==> src/rtl/cmd_arbiter.sv <==
// cmd_arbiter: chooses between a host (SPI) command source and an internal
// sequencer. Each accepted command is issued to the decoder as a one-cycle
// strobe, followed by a fixed idle gap. The host wins ties unless the
// sequencer has been passed over STARVE_LIMIT times in a row.
module cmd_arbiter #(
  parameter int DATAWORD_WIDTH = 16,
  parameter int GAP_CYCLES     = 2,
  parameter int STARVE_LIMIT   = 4
) (
  input  logic                      sys_clk,
  input  logic                      rst_n,
  input  logic [7:0]                host_cmd,
  input  logic [DATAWORD_WIDTH-1:0] host_data,
  input  logic                      host_valid,
  output logic                      host_ready,
  input  logic [7:0]                seq_cmd,
  input  logic [DATAWORD_WIDTH-1:0] seq_data,
  input  logic                      seq_valid,
  output logic                      seq_ready,
  output logic [7:0]                cmd_word,
  output logic [DATAWORD_WIDTH-1:0] data_word,
  output logic                      cmd_valid,
  output logic                      grant_src,
  output logic                      busy
);

  localparam logic [1:0] ST_IDLE  = 2'd0;
  localparam logic [1:0] ST_ISSUE = 2'd1;
  localparam logic [1:0] ST_GAP   = 2'd2;

  localparam logic [3:0] GAP_LOAD   = 4'(GAP_CYCLES);
  localparam logic [3:0] STARVE_LIM = 4'(STARVE_LIMIT);

  logic [1:0]                state_reg,      state_next;
  logic [3:0]                starve_cnt_reg, starve_cnt_next;
  logic [3:0]                gap_cnt_reg,    gap_cnt_next;
  logic [7:0]                cmd_word_reg,   cmd_word_next;
  logic [DATAWORD_WIDTH-1:0] data_word_reg,  data_word_next;
  logic                      cmd_valid_reg,  cmd_valid_next;
  logic                      grant_src_reg,  grant_src_next;

  logic sel_seq;
  logic sel_host;
  logic accept_ok;

  // Source selection and ready generation; ready is forced low during reset
  always_comb begin
    sel_seq    = seq_valid && (!host_valid || (starve_cnt_reg >= STARVE_LIM));
    sel_host   = host_valid && !sel_seq;
    accept_ok  = rst_n && (state_reg == ST_IDLE);
    host_ready = accept_ok && sel_host;
    seq_ready  = accept_ok && sel_seq;
  end

  // Next-state, capture, starvation and gap counter logic
  always_comb begin
    state_next      = state_reg;
    starve_cnt_next = starve_cnt_reg;
    gap_cnt_next    = gap_cnt_reg;
    cmd_word_next   = cmd_word_reg;
    data_word_next  = data_word_reg;
    grant_src_next  = grant_src_reg;
    cmd_valid_next  = 1'b0;
    case (state_reg)
      ST_IDLE: begin
        if (seq_ready) begin
          cmd_word_next   = seq_cmd;
          data_word_next  = seq_data;
          grant_src_next  = 1'b1;
          cmd_valid_next  = 1'b1;
          starve_cnt_next = 4'd0;
          state_next      = ST_ISSUE;
        end else if (host_ready) begin
          cmd_word_next  = host_cmd;
          data_word_next = host_data;
          grant_src_next = 1'b0;
          cmd_valid_next = 1'b1;
          // Host passed the sequencer over: count it, saturating
          if (seq_valid && (starve_cnt_reg != 4'd15)) begin
            starve_cnt_next = starve_cnt_reg + 4'd1;
          end
          state_next = ST_ISSUE;
        end
      end
      ST_ISSUE: begin
        if (GAP_CYCLES > 0) begin
          gap_cnt_next = GAP_LOAD;
          state_next   = ST_GAP;
        end else begin
          state_next = ST_IDLE;
        end
      end
      ST_GAP: begin
        // Counter holds the cycles remaining including the current one
        if (gap_cnt_reg <= 4'd1) begin
          gap_cnt_next = 4'd0;
          state_next   = ST_IDLE;
        end else begin
          gap_cnt_next = gap_cnt_reg - 4'd1;
        end
      end
      default: begin
        state_next   = ST_IDLE;
        gap_cnt_next = 4'd0;
      end
    endcase
  end

  // State and output registers with asynchronous active-low reset
  always_ff @(posedge sys_clk or negedge rst_n) begin
    if (!rst_n) begin
      state_reg      <= ST_IDLE;
      starve_cnt_reg <= 4'd0;
      gap_cnt_reg    <= 4'd0;
      cmd_word_reg   <= 8'd0;
      data_word_reg  <= '0;
      cmd_valid_reg  <= 1'b0;
      grant_src_reg  <= 1'b0;
    end else begin
      state_reg      <= state_next;
      starve_cnt_reg <= starve_cnt_next;
      gap_cnt_reg    <= gap_cnt_next;
      cmd_word_reg   <= cmd_word_next;
      data_word_reg  <= data_word_next;
      cmd_valid_reg  <= cmd_valid_next;
      grant_src_reg  <= grant_src_next;
    end
  end

  // Registered outputs to the decoder
  always_comb begin
    cmd_word  = cmd_word_reg;
    data_word = data_word_reg;
    cmd_valid = cmd_valid_reg;
    grant_src = grant_src_reg;
    busy      = (state_reg != ST_IDLE);
  end

endmodule
==> config.mk <==
export PLATFORM = sky130hd
export DESIGN_NAME = cmd_arbiter
export DESIGN_NICKNAME = d
export VERILOG_FILES = /design/src/rtl/cmd_arbiter.sv
export SDC_FILE = /design/constraint.sdc
export NUM_CORES = 1
export LEC_CHECK = 0
export CORE_MARGIN = 2
export CORE_UTILIZATION = 41
export CTS_CLUSTER_SIZE = 30
export DETAILED_ROUTE_END_ITERATION = 8
export PLACE_DENSITY = 0.9
export SKIP_LAST_GASP = 1
export SLEW_MARGIN = 10
export SYNTH_ARGS = -nofsm -noshare
export SYNTH_HDL_FRONTEND = slang
export SYNTH_SLANG_ARGS = --single-unit
==> constraint.sdc <==
create_clock -name sys_clk -period 2.3 [get_ports sys_clk]
set_input_delay 0.575 -clock sys_clk [delete_from_list [all_inputs] [get_ports sys_clk]]
set_output_delay 0.575 -clock sys_clk [all_outputs]
set_load 0.02 [all_outputs]
# Word-level counts from Yosys, hierarchy flattened
# Cells that the tools add are included.
# W data, S select, Z words.
# classes
addsub	2
magnitude_cmp	2
n_eq_ne	5
n_mux	18
reduce_logical	16
# ops
operator	count
$mux W16	2
$mux W4	4
$mux W8	2
$pmux W4 S3	1
$logic_and A1 B1 Y1	6
$mux W2	3
$pmux W2 S3	1
$reduce_bool A2 Y1	3
$mux W1	5
$add A4 B1 Y4 const B	1
$ge A4 B3 Y1 const B	1
$le A4 B1 Y1 const B	1
$ne A4 B4 Y1 const B	1
$reduce_and A2 Y1	2
$sub A4 B1 Y4 const B	1
$ne A3 B3 Y1 const B	1
$reduce_and A3 Y1	1
$eq A2 B1 Y1 const B	1
$eq A2 B2 Y1 const B	1
$logic_not A1 Y1	2
$logic_not A2 Y1	1
$ne A2 B2 Y1 const B	1
$logic_or A1 B1 Y1	1
# totals
ff_bits	36
in_bits	52
wordCells	50

# Depth between registers and ports, before layout
# logic_depth
word_depth	9
depth_mapped	8
ltp_nobuf	6

# Least setup slack after synthesis
# Ideal clock, no wire load.
# synth_path
kind	register to output
startpoint	register state_reg[0]
endpoint	output port host_ready
t_arrival_ns	1.254
t_required_ns	1.725
setup_slack_ns	0.471
stages_incl_launch_ff	7
path_cell_list	dfrtp_1 > inv_1 > ha_1 > buf_6 > nand3_2 > nor2_4 > buf_6
# synth_between
elab_chain_len	3
# synth_lines
item	line	source
from (decl)	34	logic [1:0] state_reg, state_next;
from (signal assigned)	120	state_reg <= state_next;
$logic_not A2 Y1	50	accept_ok = rst_n && (state_reg == ST_IDLE);
$logic_and A1 B1 Y1	50	
$logic_and A1 B1 Y1	51	host_ready = accept_ok && sel_host;
to (decl)	15	output logic host_ready,
# No other way between the ends.

# Worst setup path after layout
# layout_path
startpoint	register state_reg[1]
endpoint	output port busy
# layout_between
elab_chain_len	1
# layout_lines
item	line	source
$reduce_bool A2 Y1	136	busy = (state_reg != ST_IDLE);
to (decl)	24	output logic busy
# No other way between the ends.

==> summary.md <==
| Metric | Value |
|---|---|
| Status | `finished, final reports clean` |
| Met2 wire len | `2450 um` |
| Largest net degree at the start of global routing | `39` |
| WL met3 | `321 um` |
| # rows | `23` |
| H-tree Lvls | `2` |
| CTS clk-pin slew, worst paths | `0.07 ns` |
| Setup ws final | `0.129 ns` |
| Skew-Pair Late Insertion Delay | `0.28 ns` |
| Combinational power share | `50.7%` |
| Initial Utilization | `42.8%` |
| Drt drc | `0` |
| Die footprint | `4710 um^2` |
| Final nets | `293` |
| Final Critical Period | `2.17 ns` |
| Largest register FFs | `16` |
| Post-placement cell count | `276` |
| Cell Pwr Density | `1170 nW/um^2` |
| Slew at the pin closest to its max-slew limit | `0.472 ns` |
| Worst slack at placement | `-0.230 ns` |
| Drt initial violations | `145` |
| Crit share post-route | `94.4%` |
| Sequential power share | `34.0%` |
| Post-CTS Hold Fix Bufs | `0` |
| Via count | `1526` |
| RSZ-0062 raised after global routing | `no` |
| Int Pwr | `1.93 mW` |
| Delay-heaviest family, CP | `buffers and inverters` |
| Crit-path max cell delay | `0.40 ns` |
| FILL cells | `328` |
| CTS sink cnt | `36` |
| Most frequent CP cell | `inv_1` |
| GRT overflow | `0` |
| Drt total wl | `4550 um` |
| Max Root-Sink Buffers | `2` |
| Worst hold slack | `0.405 ns` |
| Area grow syn2layout | `54.6%` |
| Die Height | `68.6 um` |
| Top achievable clock speed | `461 MHz` |
| Synth warn | `0` |
| Slowest CP cell | `dfrtp_1` |
| TritonCTS clock tree | `built` |
| Slew HR | `68.5%` |
| Core area | `4000 um^2` |
| Leak | `1.29 nW` |
| Clock root cell | `clkbuf_8` |
| Fin cells | `283` |
| #FFs+latches synth | `36` |
| Gr usage total | `19.7%` |
| Layout cell share with drive strength beyond 1 | `12.4%` |
| CP max FO | `9` |
| Die Wd | `68.6 um` |
| GP Congestion | `0.722` |
| Pwr Total | `3.10 mW` |
| Top-level port count | `81` |
| WP buf/inv | `4` |
| Crit path cell chain | `inv_1, ha_2, buf_4, inv_1, dlygate4sd2_1` |
| Cell variety after synth | `30` |
| Reg2Reg Setup Slack | `0.48 ns` |
| Synth area leaders | `dfrtp_1 53%, a222oi_1 14%, inv_1 6.4%, ha_1 5.8%, buf_6 3.9%` |
| Asr flop ratio synth | `100%` |
| Number of synthesized flops with an enable pin | `0` |
| Crit path DAT | `1.60 ns` |
| Critical path launch point type | `flip-flop` |
| HP Class | `primary input to async pin` |
| Initial antenna violation count | `0` |
| Top FF cell, synth | `dfrtp_1` |
| Net Sw Frac | `37.8%` |
| Met1 wire length | `1740 um` |
| DRT antenna net count | `0` |
| Pre-antenna DRT Iters | `5` |
| Syn Inst Count | `145` |
| Final Skew | `0.00470 ns` |
| Endpoint type of the worst setup path | `output port` |
| Clk pwr share | `15.3%` |
| Synth cell count leaders | `36 x dfrtp_1, 29 x inv_1, 24 x a222oi_1` |
| Num CTS Buffers | `5` |
| # diodes | `0` |
| Average footprint of a synthesized cell | `11.8 um^2` |
| Number of vias per cell | `5.39` |
| Seq/Total Area, Yosys | `52.6%` |
| TNS Setup | `0 ns` |
| Synth top area share | `52.6%` |
| Pins Over Slew Limit | `0` |
| Max capacitance violation total | `0` |
| Final hold viol count | `0` |
| Top-count cell post-synth | `dfrtp_1` |
| Sw Pwr | `1.17 mW` |
| Placed wire-length estimate | `3320 um` |
| Max IR drop VDD | `0.632 mV` |
| Top sig layer | `met4` |
| Mapped cell area | `1710 um^2` |
| Routed wire per std cell | `16.1 um` |
| First-pass GRT wire length | `6740 um` |
| WP data required | `1.73 ns` |
| Yosys top cell by area | `dfrtp_1` |
| Syn nets | `205` |
| Setup violations, final | `0` |
| Crit path kind | `flip-flop to output port` |
| Vias in the first global route | `1511` |
| Port Buffer Count | `80` |
routing by layer:
layer  vias up  track usage [%]
li1        711                -
met1       746             23.1
met2        67             34.4
met3         2             4.87
met4         0             7.75
met5         -                0
worst paths after layout:
| kind | startpoint | end | depth (start not counted) |
|---|---|---|---|
| setup / recovery | state_reg[1] | busy | 5 |
| hold / removal | rst_n | cmd_valid | 2 |
| setup reg to reg | state_reg[1] | cmd_word[2] | 7 |
| hold reg to reg | grant_src | grant_src | 1 |
| max in group asynchronous | rst_n | data_word[12] | 2 |
| min in group sys_clk | grant_src | grant_src | 1 |
cell families (layout without fill, tap and decap cells):
group	count (synthesis)	after routing	synth area share [%]
xor+xnor	1	1	0.511
fa+ha+maj	8	8	5.84
flops	36	36	52.6
simple gates	19	19	6.57
mux	2	2	1.31
compound gates	41	41	22.1
buf+inv	38	126	11.1
cells in the final DEF, fill, tap and decap left out, types with 3 or more instances in the layout:
master	instances
clkdlybuf4s50_1	76
buf_4	9
nor2_1	7
dfrtp_1	36
inv_1	29
clkbuf_8	7
ha_1	7
a21o_1	3
a222oi_1	24
stage by stage:
| stage | utilization (%) | instance area [um^2] |
|---|---|---|
| floorplan | - | 1710 |
| global route | 66.2 | 2650 |
| global placement | 64.0 | 2560 |
| CTS | 66.3 | 2650 |
| detailed placement | 64.0 | 2560 |
| finish | 66.2 | 2650 |
power groups by stage:
stage | sequential, mW | clock [mW] | combinational (mW)
2_1_floorplan | 1.30 | 0 | 0.635
3_3_place_gp | 1.05 | 0 | 1.54
3_5_place_dp | 1.06 | 0 | 1.59
4_1_cts | 1.06 | 0.490 | 1.59
5_1_grt | 1.09 | 0.512 | 1.71
6_report | 1.05 | 0.474 | 1.57
area by class of cell:
cell class / count / area (um^2) / share of cell area (%)
clock buffers: 7 / 96.3 / 3.64
inverters: 30 / 113 / 4.25
flip-flops and latches: 36 / 901 / 34.0
repair buffers: 89 / 852 / 32.2
well taps: 50 / 62.6 / 2.36
multi-input cells: 71 / 624 / 23.6
what timing repair did:
action                                  in CTS  in global routing
buffers inserted                             0                  0
resized for setup                            3                  5
endpoints found under the setup margin       3                  3
gates cloned                                 0                  0
No activity file was read; power rests on OpenSTA's default activity.
